[src/rtl/board_pkg.sv]
// board_pkg
// Shared board geometry, movement direction encoding and the player FSM
// state encoding. Imported by player_mover and by the top level that places
// the collision mask beside it.
package board_pkg;

  localparam int TILE_W      = 32;
  localparam int TILE_H      = 32;
  localparam int NUM_TILES_X = 40;
  localparam int NUM_TILES_Y = 25;
  localparam int SCREEN_W    = 1280;
  localparam int SCREEN_H    = 800;

  typedef enum logic [1:0] {
    UP    = 2'd0,
    DOWN  = 2'd1,
    LEFT  = 2'd2,
    RIGHT = 2'd3
  } dir_t;

  // Plain vector states so they can be compared and stored like the older
  // controllers that consume this package.
  typedef logic [2:0] state_t;

  localparam state_t ST_IDLE   = 3'd0;
  localparam state_t ST_CALC   = 3'd1;
  localparam state_t ST_QUERY  = 3'd2;
  localparam state_t ST_WAIT   = 3'd3;
  localparam state_t ST_COMMIT = 3'd4;
  localparam state_t ST_REJECT = 3'd5;

endpackage

[src/rtl/player_mover.sv]
// player_mover
// Moves the player's bounding box by STEP pixels per accepted frame tick.
// Each attempt is bounds-checked against the screen, then the four corners of
// the candidate box are looked up in the external collision mask one at a
// time; the move is committed only if every corner is walkable.
//
// Ports
//   clk, rst                 clock, asynchronous active-high reset
//   tick                     one-cycle move request (ignored while busy)
//   btn_up/down/left/right   synchronised direction buttons
//   walkable                 collision mask answer for query_x/query_y
//   query_x, query_y         pixel sent to the collision mask
//   pos_x, pos_y             committed top-left player position
//   busy                     attempt in flight
//   done, blocked            end-of-attempt pulse and its reject flag
//
// state   | meaning
// IDLE    | waiting for a tick with a button held; query follows pos
// CALC    | form candidate position and bounds-check it
// QUERY   | present the current corner to the collision mask
// WAIT    | hold the corner for LOOKUP_LAT cycles, then sample walkable
// COMMIT  | load pos with the candidate, pulse done
// REJECT  | keep pos, pulse done with blocked
module player_mover
  import board_pkg::*;
#(
  parameter int STEP       = 2,
  parameter int SPRITE_W   = 32,
  parameter int SPRITE_H   = 32,
  parameter int START_X    = 640,
  parameter int START_Y    = 384,
  parameter int LOOKUP_LAT = 1
) (
  input  logic        clk,
  input  logic        rst,
  input  logic        tick,
  input  logic        btn_up,
  input  logic        btn_down,
  input  logic        btn_left,
  input  logic        btn_right,
  input  logic        walkable,
  output logic [10:0] query_x,
  output logic [9:0]  query_y,
  output logic [10:0] pos_x,
  output logic [9:0]  pos_y,
  output logic        busy,
  output logic        done,
  output logic        blocked
);

  localparam int WAIT_W    = (LOOKUP_LAT > 1) ? $clog2(LOOKUP_LAT) : 1;
  localparam int WAIT_LOAD = (LOOKUP_LAT > 0) ? LOOKUP_LAT - 1 : 0;

  localparam logic signed [11:0] STEP_S  = 12'(STEP);
  localparam logic signed [12:0] SW_S    = 13'(SPRITE_W);
  localparam logic signed [12:0] SH_S    = 13'(SPRITE_H);
  localparam logic signed [12:0] SCR_W_S = 13'(SCREEN_W);
  localparam logic signed [12:0] SCR_H_S = 13'(SCREEN_H);
  localparam logic [10:0]        X_OFF   = 11'(SPRITE_W - 1);
  localparam logic [9:0]         Y_OFF   = 10'(SPRITE_H - 1);

  state_t              state;
  dir_t                dir_q;
  dir_t                pick_dir;
  logic [1:0]          corner;
  logic [WAIT_W-1:0]   wait_cnt;
  logic [10:0]         cx_q;
  logic [9:0]          cy_q;

  logic                any_btn;
  logic signed [11:0]  px_s, py_s;
  logic signed [11:0]  cand_x, cand_y;
  logic signed [12:0]  cand_x_w, cand_y_w;
  logic                out_of_bounds;
  state_t              sample_state;
  logic                in_lookup;

  assign any_btn = btn_up | btn_down | btn_left | btn_right;

  always_comb begin
    if (btn_up)        pick_dir = UP;
    else if (btn_down) pick_dir = DOWN;
    else if (btn_left) pick_dir = LEFT;
    else               pick_dir = RIGHT;
  end

  // Signed 12-bit candidate so a step past 0 goes negative instead of
  // wrapping; the right/bottom edge test is widened once more so the sum
  // with the sprite size cannot overflow either.
  assign px_s = signed'({1'b0, pos_x});
  assign py_s = signed'({2'b00, pos_y});

  always_comb begin
    cand_x = px_s;
    cand_y = py_s;
    case (dir_q)
      UP:      cand_y = py_s - STEP_S;
      DOWN:    cand_y = py_s + STEP_S;
      LEFT:    cand_x = px_s - STEP_S;
      default: cand_x = px_s + STEP_S;
    endcase
  end

  assign cand_x_w = {cand_x[11], cand_x};
  assign cand_y_w = {cand_y[11], cand_y};

  assign out_of_bounds = (cand_x < 12'sd0) || (cand_y < 12'sd0) ||
                         ((cand_x_w + SW_S) > SCR_W_S) ||
                         ((cand_y_w + SH_S) > SCR_H_S);

  // First non-walkable corner aborts; the rest are never looked up.
  always_comb begin
    if (!walkable)          sample_state = ST_REJECT;
    else if (corner == 2'd3) sample_state = ST_COMMIT;
    else                    sample_state = ST_QUERY;
  end

  // Corner bit 0 selects the right edge, bit 1 the bottom edge.
  assign in_lookup = (state == ST_QUERY) || (state == ST_WAIT);
  assign query_x   = in_lookup ? (corner[0] ? cx_q + X_OFF : cx_q) : pos_x;
  assign query_y   = in_lookup ? (corner[1] ? cy_q + Y_OFF : cy_q) : pos_y;

  always_ff @(posedge clk or posedge rst) begin
    if (rst) begin
      state    <= ST_IDLE;
      dir_q    <= UP;
      corner   <= 2'd0;
      wait_cnt <= '0;
      cx_q     <= '0;
      cy_q     <= '0;
      pos_x    <= 11'(START_X);
      pos_y    <= 10'(START_Y);
      busy     <= 1'b0;
      done     <= 1'b0;
      blocked  <= 1'b0;
    end else begin
      done    <= 1'b0;
      blocked <= 1'b0;
      case (state)
        ST_IDLE: begin
          if (tick && any_btn) begin
            dir_q <= pick_dir;
            busy  <= 1'b1;
            state <= ST_CALC;
          end
        end
        ST_CALC: begin
          // Only the low bits are kept; they are exact whenever the bounds
          // check passes, and unused otherwise.
          cx_q   <= cand_x[10:0];
          cy_q   <= cand_y[9:0];
          corner <= 2'd0;
          state  <= out_of_bounds ? ST_REJECT : ST_QUERY;
        end
        ST_QUERY: begin
          if (LOOKUP_LAT == 0) begin
            corner <= corner + 2'd1;
            state  <= sample_state;
          end else begin
            wait_cnt <= WAIT_W'(WAIT_LOAD);
            state    <= ST_WAIT;
          end
        end
        ST_WAIT: begin
          if (wait_cnt == '0) begin
            corner <= corner + 2'd1;
            state  <= sample_state;
          end else begin
            wait_cnt <= wait_cnt - 1'b1;
          end
        end
        ST_COMMIT: begin
          pos_x <= cx_q;
          pos_y <= cy_q;
          done  <= 1'b1;
          busy  <= 1'b0;
          state <= ST_IDLE;
        end
        ST_REJECT: begin
          done    <= 1'b1;
          blocked <= 1'b1;
          busy    <= 1'b0;
          state   <= ST_IDLE;
        end
        default: begin
          busy  <= 1'b0;
          state <= ST_IDLE;
        end
      endcase
    end
  end

endmodule

[config.mk]
export PLATFORM = sky130hd
export DESIGN_NAME = player_mover
export DESIGN_NICKNAME = d
export VERILOG_FILES = /design/src/rtl/board_pkg.sv /design/src/rtl/player_mover.sv
export SDC_FILE = /design/constraint.sdc
export NUM_CORES = 1
export LEC_CHECK = 0
export CAP_MARGIN = 20
export CORE_MARGIN = 2
export CORE_UTILIZATION = 48
export CTS_BUF_LIST = sky130_fd_sc_hd__clkbuf_8
export CTS_CLUSTER_SIZE = 30
export DETAILED_ROUTE_END_ITERATION = 8
export PLACE_DENSITY = 0.69
export SYNTH_ARGS = -nofsm -noshare
export SYNTH_HDL_FRONTEND = slang
export SYNTH_SLANG_ARGS = --single-unit
[constraint.sdc]
create_clock -name clk -period 8.4 [get_ports clk]
set_input_delay 1.68 -clock clk [delete_from_list [all_inputs] [get_ports clk]]
set_output_delay 1.68 -clock clk [all_outputs]
set_load 0.1 [all_outputs]
==> metrics.cfg <==
[run_status]
status=finished clean

[synthesis]
synth_common_cells=nand2_1 (75), dfrtp_1 (48), o21ai_0 (47), clkbuf_1 (22), mux2_2 (21)
synth-seq-cells=52
avgSynthCellArea_um2=8.21
synth_edf_count=0
synthSimpleGateAreaFrac=0.246
synthFlopType=dfrtp_1
synth_mux_area_frac=0.0690
synth_warnings=0
yosysMostFrequentCell=nand2_1
synth_xor_area_frac=0.0754
yosysSeqAreaShare=0.351
syn-cell-area_um2=3720
synthAdderAreaFrac=0.0303
synthArstFlopShare=1.00
synth_top_cell_area_share=0.323
synth_top_area_cell=dfrtp_1
synth.area.top_cells=dfrtp_1 (32%), nand2_1 (7.6%), mux2_2 (6.4%), o21ai_0 (6.3%), xnor2_1 (4.7%)
yosysUniqueCellTypes=57
synth-compound-area-share=0.172
synth.net_count=470
synth_top_family_by_area=simple AND/OR/NAND/NOR gates
syn_inst=453

[clock_network]
cts_root_buf=clkbuf_8
cts_buffers=5
cts_hold_buffers=0
cts_resized=0
clock_sinks=52
insertion_delay_ns=0.31
clockBufferDepth=2
post-cts-setup-buffer-count=0
cts_tree=done
htreeDepth=2
clk_pin_slew_ns=0.09

[setup_path]
r2r_cells=13
critPathLaunchType=register
worstReg2RegStart=dir_q[0]
critPathMaxFanout=27
critical_path_buf_inv_count=2
critical_path_class=register to output port
critical_path_depth=4
crit_slowest_cell=clkdlybuf4s50_1
crit_path_end=query_y[4]
startpoint=state[1]
worstReg2RegEnd=state[1]
crit_required_ns=6.72
worst_setup_path_end_kind=output port
reg2reg_slack_ns=4.40
cpLargestDelayFamily=buffers and inverters
cpPeakStageDelay_ns=1.16
crit_chain=nand2_1 -> buf_16 -> o21ai_0 -> clkdlybuf4s50_1
worst_ep_arrival_time_ns=2.95

[global_routing]
grt_overflow=0
grt_max_degree=53
grt-busiest-layer=met2
use_met2=0.414
grtUsageMet3=0.0271
antenna_found_initial=0
use_met1=0.309
grt_use_total=0.238
grt_pass1_wl_um=16200
grt_pass1_vias=3269

[finish]
area_growth_pct=17.3
multi_input_area_um2=2210
diodes=0
fillers=728
layout-drive-gt1-share=0.0887
seq_area_um2=1310
final_net_count=501

[run]
drv_cap=0

[placed_design]
preCtsSetupSlack_ns=3.80
io_buffers=52
place_congestion=0.884
hpwl_um=7090

[routing]
drt-initial-drc-count=163
totalWireLength_um=9680
ant_nets=0
drt_pass1_iterations=4
via_per_inst=5.78
vias=3391
drc=0
wl_per_cell_um=16.5

[sta]
final.setup.tns_ns=0
post-route-min-period_ns=4.63
finalHoldViolations=0
max_freq_mhz=216
worst_pin_slew_ns=1.02
fin_skew_ns=0.0124
slew-limit-headroom=0.319
rsz0062_at_grt=no
finalMaxSlewViolations=0
finalWorstSetupSlack_ns=3.77
post-route-period-util=0.552
final-setup-viol-count=0

[die]
num_rows=32
start_util=0.489
core-area_um2=7610
dieArea_um2=8460
die_h_um=92
io_pins=53
die_x_um=92

[worst_hold_path]
hold_class=register to register
holdPathStages=1
min_from=state[2]

registers in the layout, indices dropped and copies added (netlist names):
register / flops
blocked: 1
busy: 1
corner: 2
cx_q: 11
cy_q: 10
dir_q: 2
done: 1
pos_x: 11
pos_y: 10
state: 3
per-layer routing:
layer,routed length [µm],share of wire,vias up
met5,0,0,-
met4,265,0.027,0
met2,4770,0.49,92
met1,4280,0.44,1609
met3,370,0.038,22
li1,-,-,1668
cell type report:
class / count / share of cell area
inverter: 18 / 0.0155
tap: 102 / 0.0293
multi-input combinational: 351 / 0.506
sequential: 52 / 0.300
timing repair buffer: 56 / 0.131
clock inverter: 3 / 0.00287
clock buffer: 5 / 0.0158
placed cells by master (no fill, tap or decap), types with 3 or more instances in the layout:
cell	count
nand2_1	75
clkdlybuf4s50_1	52
dfrtp_1	48
o21ai_0	47
mux2_2	21
xnor2_1	20
inv_1	19
nor2_1	19
nand3_1	18
nor3_1	16
a21oi_1	14
xor2_1	12
nand4_1	12
ha_1	9
and3_1	7
nor4_1	7
or3_1	6
clkbuf_8	5
and2_1	4
nand2b_1	4
o31ai_1	4
a31oi_1	4
a211oi_1	4
dfstp_2	4
or4_1	3
nor2b_1	3
a21boi_0	3
buf_4	3
cell families (layout without fill, tap and decap cells):
| group | count (synthesis) | count (layout) |
|---|---|---|
| AO/OA/AOI/OAI | 101 | 101 |
| XOR/XNOR | 32 | 32 |
| adder cells (fa/ha/maj) | 9 | 9 |
| buffers and inverters | 50 | 82 |
| flip-flops | 52 | 52 |
| multiplexers | 23 | 23 |
| AND/OR/NAND/NOR | 186 | 186 |
through the flow:
| stage | util | hold slack, ns | cells | area, µm² |
|---|---|---|---|---|
| floorplan | - | 0.424 | 453 | 3720 |
| global placement | 0.559 | 0.466 | 578 | 4250 |
| detailed placement | 0.559 | 0.470 | 578 | 4250 |
| CTS | 0.570 | 0.485 | 586 | 4330 |
| global route | 0.573 | 0.513 | 587 | 4360 |
| finish | 0.573 | 0.480 | 587 | 4360 |
worst register-to-register path, delay by kind of cell (launching register included):
family	cells	cell delay [ns]
buffers and inverters	1	0.12
adder cells (fa/ha/maj)	2	0.59
flip-flops	1	0.83
AO/OA/AOI/OAI	3	0.79
XOR/XNOR	2	0.43
AND/OR/NAND/NOR	5	1.17
how the worst min path moves through the flow:
stage | endpoint | slack, ns
after detailed placement | busy | 0.47
final | busy | 0.48
after floorplan | busy | 0.42
after CTS | busy | 0.49
after global routing | busy | 0.51
after global placement | busy | 0.47
Power is left out: the tool's default activity adds up to more than one toggle a clock period on the data nets, which glitch-free logic cannot reach.
